## src/rtl/resize_pkg.sv

```systemverilog
// rtl/resize_pkg.sv - shared geometry, counter width and state type for the binary resize path
//
// Purpose: constants shared by binarize_feeder and the downstream 2x2 resize stage.
// Ports:   none (package).
package resize_pkg;

  localparam int IMG_W       = 64;
  localparam int IMG_H       = 64;
  localparam int WIN_OFS     = 2*IMG_W + 2;
  localparam int FLUSH_LEN   = IMG_W + 1;
  localparam int FRAME_BEATS = IMG_W*IMG_H;
  localparam int CNT_W       = 13;

  typedef enum logic [1:0] {
    ST_IDLE   = 2'd0,
    ST_STREAM = 2'd1,
    ST_FLUSH  = 2'd2
  } feed_state_t;

  // True when beat n completes an even-row, even-column 2x2 window. The
  // row-parity bit of (n - offset) is the bit whose weight is img_w, which
  // holds because img_w is a power of two.
  function automatic logic win_hit(input logic [CNT_W-1:0] n, input int img_w);
    logic [CNT_W-1:0] ofs;
    logic [CNT_W-1:0] m;
    ofs = CNT_W'(2*img_w + 2);
    m   = n - ofs;
    return (n >= ofs) && !m[0] && ((m & CNT_W'(img_w)) == '0);
  endfunction

endpackage

```

## src/rtl/binarize_feeder.sv

```systemverilog
// rtl/binarize_feeder.sv - thresholds a grayscale pixel stream into the 1-bit resize front end
//
// Purpose: accepts IMG_W x IMG_H pixels (valid/ready), emits one thresholded bit
//          per beat, appends IMG_W+1 zero flush beats and raises cal_valid for
//          every even-aligned 2x2 window.
// Ports:
//   clk, rst_n              clock, asynchronous active-low reset
//   pix_data/valid/sof      input pixel stream, sof marks pixel (0,0)
//   pix_ready               registered ready
//   thr                     threshold, latched on the sof beat
//   bin_data/bin_valid      serial 1-bit output beat
//   cal_valid               window-aligned calculate strobe (one cycle after its beat)
//   frame_done/frame_err    complete-frame pulse / truncated-frame pulse
module binarize_feeder
  import resize_pkg::*;
#(
  parameter int IMG_W = resize_pkg::IMG_W,
  parameter int IMG_H = resize_pkg::IMG_H,
  parameter int PIX_W = 8
) (
  input  logic             clk,
  input  logic             rst_n,
  input  logic [PIX_W-1:0] pix_data,
  input  logic             pix_valid,
  input  logic             pix_sof,
  output logic             pix_ready,
  input  logic [PIX_W-1:0] thr,
  output logic             bin_data,
  output logic             bin_valid,
  output logic             cal_valid,
  output logic             frame_done,
  output logic             frame_err
);

  localparam int FRAME_LAST = IMG_W*IMG_H - 1;
  localparam int BEAT_LAST  = IMG_W*IMG_H + IMG_W;

  feed_state_t      state;
  logic [CNT_W-1:0] n;       // index of the next beat to emit
  logic [CNT_W-1:0] n_out;   // index of the beat currently on bin_data
  logic [PIX_W-1:0] thr_q;
  logic             accept;

  assign accept = pix_valid && pix_ready;

  always_ff @(posedge clk or negedge rst_n) begin
    if (!rst_n) begin
      state      <= ST_IDLE;
      n          <= '0;
      n_out      <= '0;
      thr_q      <= '0;
      pix_ready  <= 1'b0;
      bin_data   <= 1'b0;
      bin_valid  <= 1'b0;
      cal_valid  <= 1'b0;
      frame_done <= 1'b0;
      frame_err  <= 1'b0;
    end else begin
      bin_valid  <= 1'b0;
      frame_err  <= 1'b0;
      // The strobe trails the beat it belongs to by one cycle, so it is
      // derived from the registered output beat rather than the input.
      cal_valid  <= bin_valid && win_hit(n_out, IMG_W);
      frame_done <= bin_valid && (n_out == CNT_W'(BEAT_LAST));

      case (state)
        ST_IDLE, ST_STREAM: begin
          pix_ready <= 1'b1;
          if (accept) begin
            if (pix_sof) begin
              // A sof always restarts the frame; the old frame is dropped
              // without a flush and flagged if it was still in progress.
              thr_q     <= thr;
              bin_data  <= (pix_data >= thr);
              bin_valid <= 1'b1;
              n_out     <= '0;
              n         <= CNT_W'(1);
              state     <= ST_STREAM;
              frame_err <= (state == ST_STREAM);
            end else if (state == ST_STREAM) begin
              bin_data  <= (pix_data >= thr_q);
              bin_valid <= 1'b1;
              n_out     <= n;
              n         <= n + 1'b1;
              if (n == CNT_W'(FRAME_LAST)) begin
                state     <= ST_FLUSH;
                pix_ready <= 1'b0;
              end
            end
          end
        end

        ST_FLUSH: begin
          bin_data  <= 1'b0;
          bin_valid <= 1'b1;
          n_out     <= n;
          n         <= n + 1'b1;
          if (n == CNT_W'(BEAT_LAST)) begin
            state     <= ST_IDLE;
            pix_ready <= 1'b1;
            n         <= '0;
          end
        end

        default: begin
          state     <= ST_IDLE;
          pix_ready <= 1'b0;
        end
      endcase
    end
  end

endmodule

```

## config.mk

```make
export PLATFORM = sky130hd
export DESIGN_NAME = binarize_feeder
export DESIGN_NICKNAME = d
export VERILOG_FILES = /design/src/rtl/resize_pkg.sv /design/src/rtl/binarize_feeder.sv
export SDC_FILE = /design/constraint.sdc
export NUM_CORES = 1
export LEC_CHECK = 0
export ABC_AREA = 1
export CAP_MARGIN = 0
export CORE_MARGIN = 1
export CORE_UTILIZATION = 30
export CTS_CLUSTER_SIZE = 12
export DETAILED_ROUTE_END_ITERATION = 8
export GPL_ROUTABILITY_DRIVEN = 0
export GPL_TIMING_DRIVEN = 0
export PLACE_DENSITY_LB_ADDON = 0.15
export RECOVER_POWER = 25
export SYNTH_ARGS = -nofsm -noshare
export SYNTH_HDL_FRONTEND = slang
export SYNTH_SLANG_ARGS = --single-unit
```

## constraint.sdc

```tcl
create_clock -name clk -period 2 [get_ports clk]
set_clock_uncertainty 0.15 [all_clocks]
set_input_delay 0.3 -clock clk [delete_from_list [all_inputs] [get_ports clk]]
set_output_delay 0.3 -clock clk [all_outputs]
set_load 0.01 [all_outputs]
```

==> results.md <==
* Worst Hold End: n_out[3]
* Syn_area_per_cell at 7.887 um2
* Worst R2R Start: n[0]
* Share of layout cells above drive strength 1 at 8.908%
* Worst slew margin at 26.95%
* Outcome: completed
* Maximum vdd ir drop at 0.0002168 V
* Worst reg2reg path depth at 9
* GRT overflow at 0
* FILL cells at 865
* Setup tns final at 0 ns
* First-pass GRT wire length at 9321 um
* Initial antenna violation count at 0
* Hold/Removal Path Class: flop to flop
* Final cell count without fillers at 450
* Post-synthesis net count at 351
* Clk pin slew, worst setup/hold paths at 0.08 ns
* Die X at 92.71 um
* RSZ-0062 raised after global routing: false
* Vias post-DR at 2031
* Clock Root Buffer: clkbuf_8
* CTS buffer count at 5
* Clock buffer depth at 2
* Hold Crit Depth at 2
* Clock power frac at 41.2%
* P_sw at 0.3748 mW
* Setup bufs post-CTS at 0
* Vias/cell at 4.513
* PwrDens at 556.1 nW/um2
* Core Area at 7848 um2
* Design area at 2985 um2
* Fin. Hold Viols at 0
* GRT Overall Usage at 13.98%
* Critical Path Sink Type: flop
* Area of the mapped netlist at 2469 um2
* Routed len/inst at 11.90 um
* Pre-CTS WS at -0.09157 ns
* Sequential Power Share at 51.1%
* DIE HEIGHT at 92.71 um
* Static Leak at 1.432 nW
* CP startpoint kind: input port
* Seq/Total Area, Yosys at 42.57%
* Port bufs at 25
* Min-delay src: n_out[3]
* Worst slew pin tran at 1.096 ns
* Worst Setup Slack, final at 0.2394 ns
* DRC viols at 0
* Die area at 8595 um2
* Maxcap violations at 0
* Final Total Pwr at 1.660 mW
* Clk sinks at 42
* Register bit total from synthesis at 42
* TritonCTS clock tree: yes
* Core Rows at 32
* Vias in the first global route at 1934
* Cell Area, Placed at 2861 um2
* Initial cell density of the core at 31.46%
* Crit path time final at 1.761 ns
* Final period utilization at 88.03%
* Endpoints failing setup at 0
* Synth unique cells at 32
* Clk_lat worst skew at 0.29 ns
* Routed Antenna Nets at 0
* RR Endpoint: n[8]
* Peak fanout along the critical path at 9
* Required @ worst endpoint at 2.03 ns
* Pint at 1.285 mW
* Number of diodes at 0
* Final #Nets at 385
* DRT iter0 DRCs at 62
* Sw Ratio at 22.58%
* Slew Limit Fails at 0
* H-tree Lvls at 2
* Reg2Reg Setup Slack at 0.25 ns
* Crit Path Category: input port to flop
* Cells after synthesis at 313
* Post-DP HPWL at 4112 um
* Routed WL at 5357 um
* Top Ports at 26
* Fmax at 568.0 MHz
* Comb pwr share at 7.7%
* Placed cell count at 441
* Total iterations of the first detailed-routing run at 4
* Ys Warns at 0
* Largest net degree at the start of global routing at 26
* P&R area growth vs syn at 20.93%
* WP data arrival at 1.79 ns
==> worst max path at each step <==
| stage | start | end | depth (start not counted) |
|---|---|---|---|
| 6_report | pix_sof | n[8] | 8 |
| 5_1_grt | n[0] | n[9] | 9 |
| 4_1_cts | n[0] | n[8] | 9 |
| 3_5_place_dp | pix_sof | n[7] | 6 |
| 3_3_place_gp | rst_n | thr_q[0] | 1 |
| 2_1_floorplan | n[0] | n[11] | 9 |
==> critical path, cell delays in order <==
cell and delay [ns]:
clkdlybuf4s50_1 0.56, inv_1 0.10, nor2_2 0.39, inv_4 0.12, nand2_2 0.11, nand2_4 0.08
nand2_1 0.08, nor2_1 0.04
==> power by group through the flow <==
stage / clock, mW / sequential (mW) / combinational (mW)
CTS: 0.706 / 0.848 / 0.132
detailed placement: 0 / 0.865 / 0.130
global route: 0.736 / 0.848 / 0.150
finish: 0.684 / 0.848 / 0.128
floorplan: 0 / 0.866 / 0.0536
global placement: 0 / 0.865 / 0.125
==> cell usage in the layout (no fill, tap or decap), types with 2 or more instances in the layout <==
cell type,count
nand3_1,15
nor2_1,32
buf_4,2
clkbuf_8,5
nor2_2,4
ha_1,18
o21a_1,3
clkdlybuf4s50_1,24
and3_1,2
nor3_1,6
dfrtp_1,42
clkbuf_1,3
nand3_2,4
o21ai_0,13
buf_6,2
o21ai_1,4
nand2_2,2
nor2_4,2
a21oi_1,7
o31ai_1,6
nand2_1,84
inv_1,47
inv_2,2
nand4_1,5
==> cells by family after synthesis <==
logic type / count (synthesis) / share of synthesized area [%]
AOI/OAI and AO/OA: 37 / 9.073
xor gates and xnor gates: 2 / 0.7097
adders and majority gates: 18 / 9.123
buffers and inverters: 55 / 9.377
DFF: 42 / 42.57
muxes: 1 / 0.4561
and+or+nand+nor: 158 / 28.69
==> layer usage <==
layer / track usage [%] / vias up / wire length, um
li1: - / 1063 / -
met1: 19.20 / 942 / 2794
met2: 21.79 / 24 / 2350
met3: 3.530 / 2 / 174
met4: 3.846 / 0 / 38
met5: 0 / - / 0
==> synthesized netlist by cell type, drive strengths merged <==
cell type / number / share of area (%)
nand2: 87 / 14
nor3: 6 / 1.2
mux2: 1 / 0.46
clkbuf: 1 / 0.15
nand3: 20 / 5.2
nor2: 38 / 6.8
xor2: 1 / 0.35
o22ai: 1 / 0.25
o31ai: 6 / 1.8
and3: 2 / 0.51
o21a: 3 / 0.91
a211oi: 1 / 0.30
inv: 50 / 7.7
a21oi: 8 / 2.1
o21ai: 17 / 3.4
buf: 4 / 1.5
xnor2: 1 / 0.35
nand4: 5 / 1.3
a31oi: 1 / 0.25
dfrtp: 42 / 43
ha: 18 / 9.1
==> through the flow <==
stage               hold slack (ns)  util [%]
floorplan                   -0.1456         -
global placement             0.3190     36.27
detailed placement           0.1233     36.46
CTS                          0.3390     37.99
global route                 0.3618     38.04
finish                       0.3422     38.04
==> what timing repair did <==
item	in CTS	in global routing
hold buffers	1	0
resized for setup	0	1
setup endpoints to repair	0	3
hold endpoints to repair	17	0
==> layout make-up <==
type                       instances  area [um2]  share of cell area, %
multi-input combinational        216        1191                  39.90
timing repair buffer              27       274.0                  9.179
inverter                          50       190.2                  6.370
tap                              102       127.6                  4.275
buffer                             5       41.29                  1.383
sequential                        42        1051                  35.21
clock buffer                       6       72.57                  2.431
clock inverter                     2       37.54                  1.257
==> sequential cells by signal (all words and copies together), names as in the netlist <==
signal	cells
thr_q	8
frame_done	1
n	13
n_out	13
bin_valid	1
bin_data	1
state	2
pix_ready	1
frame_err	1
cal_valid	1
Power figures use the tool's default switching activity.
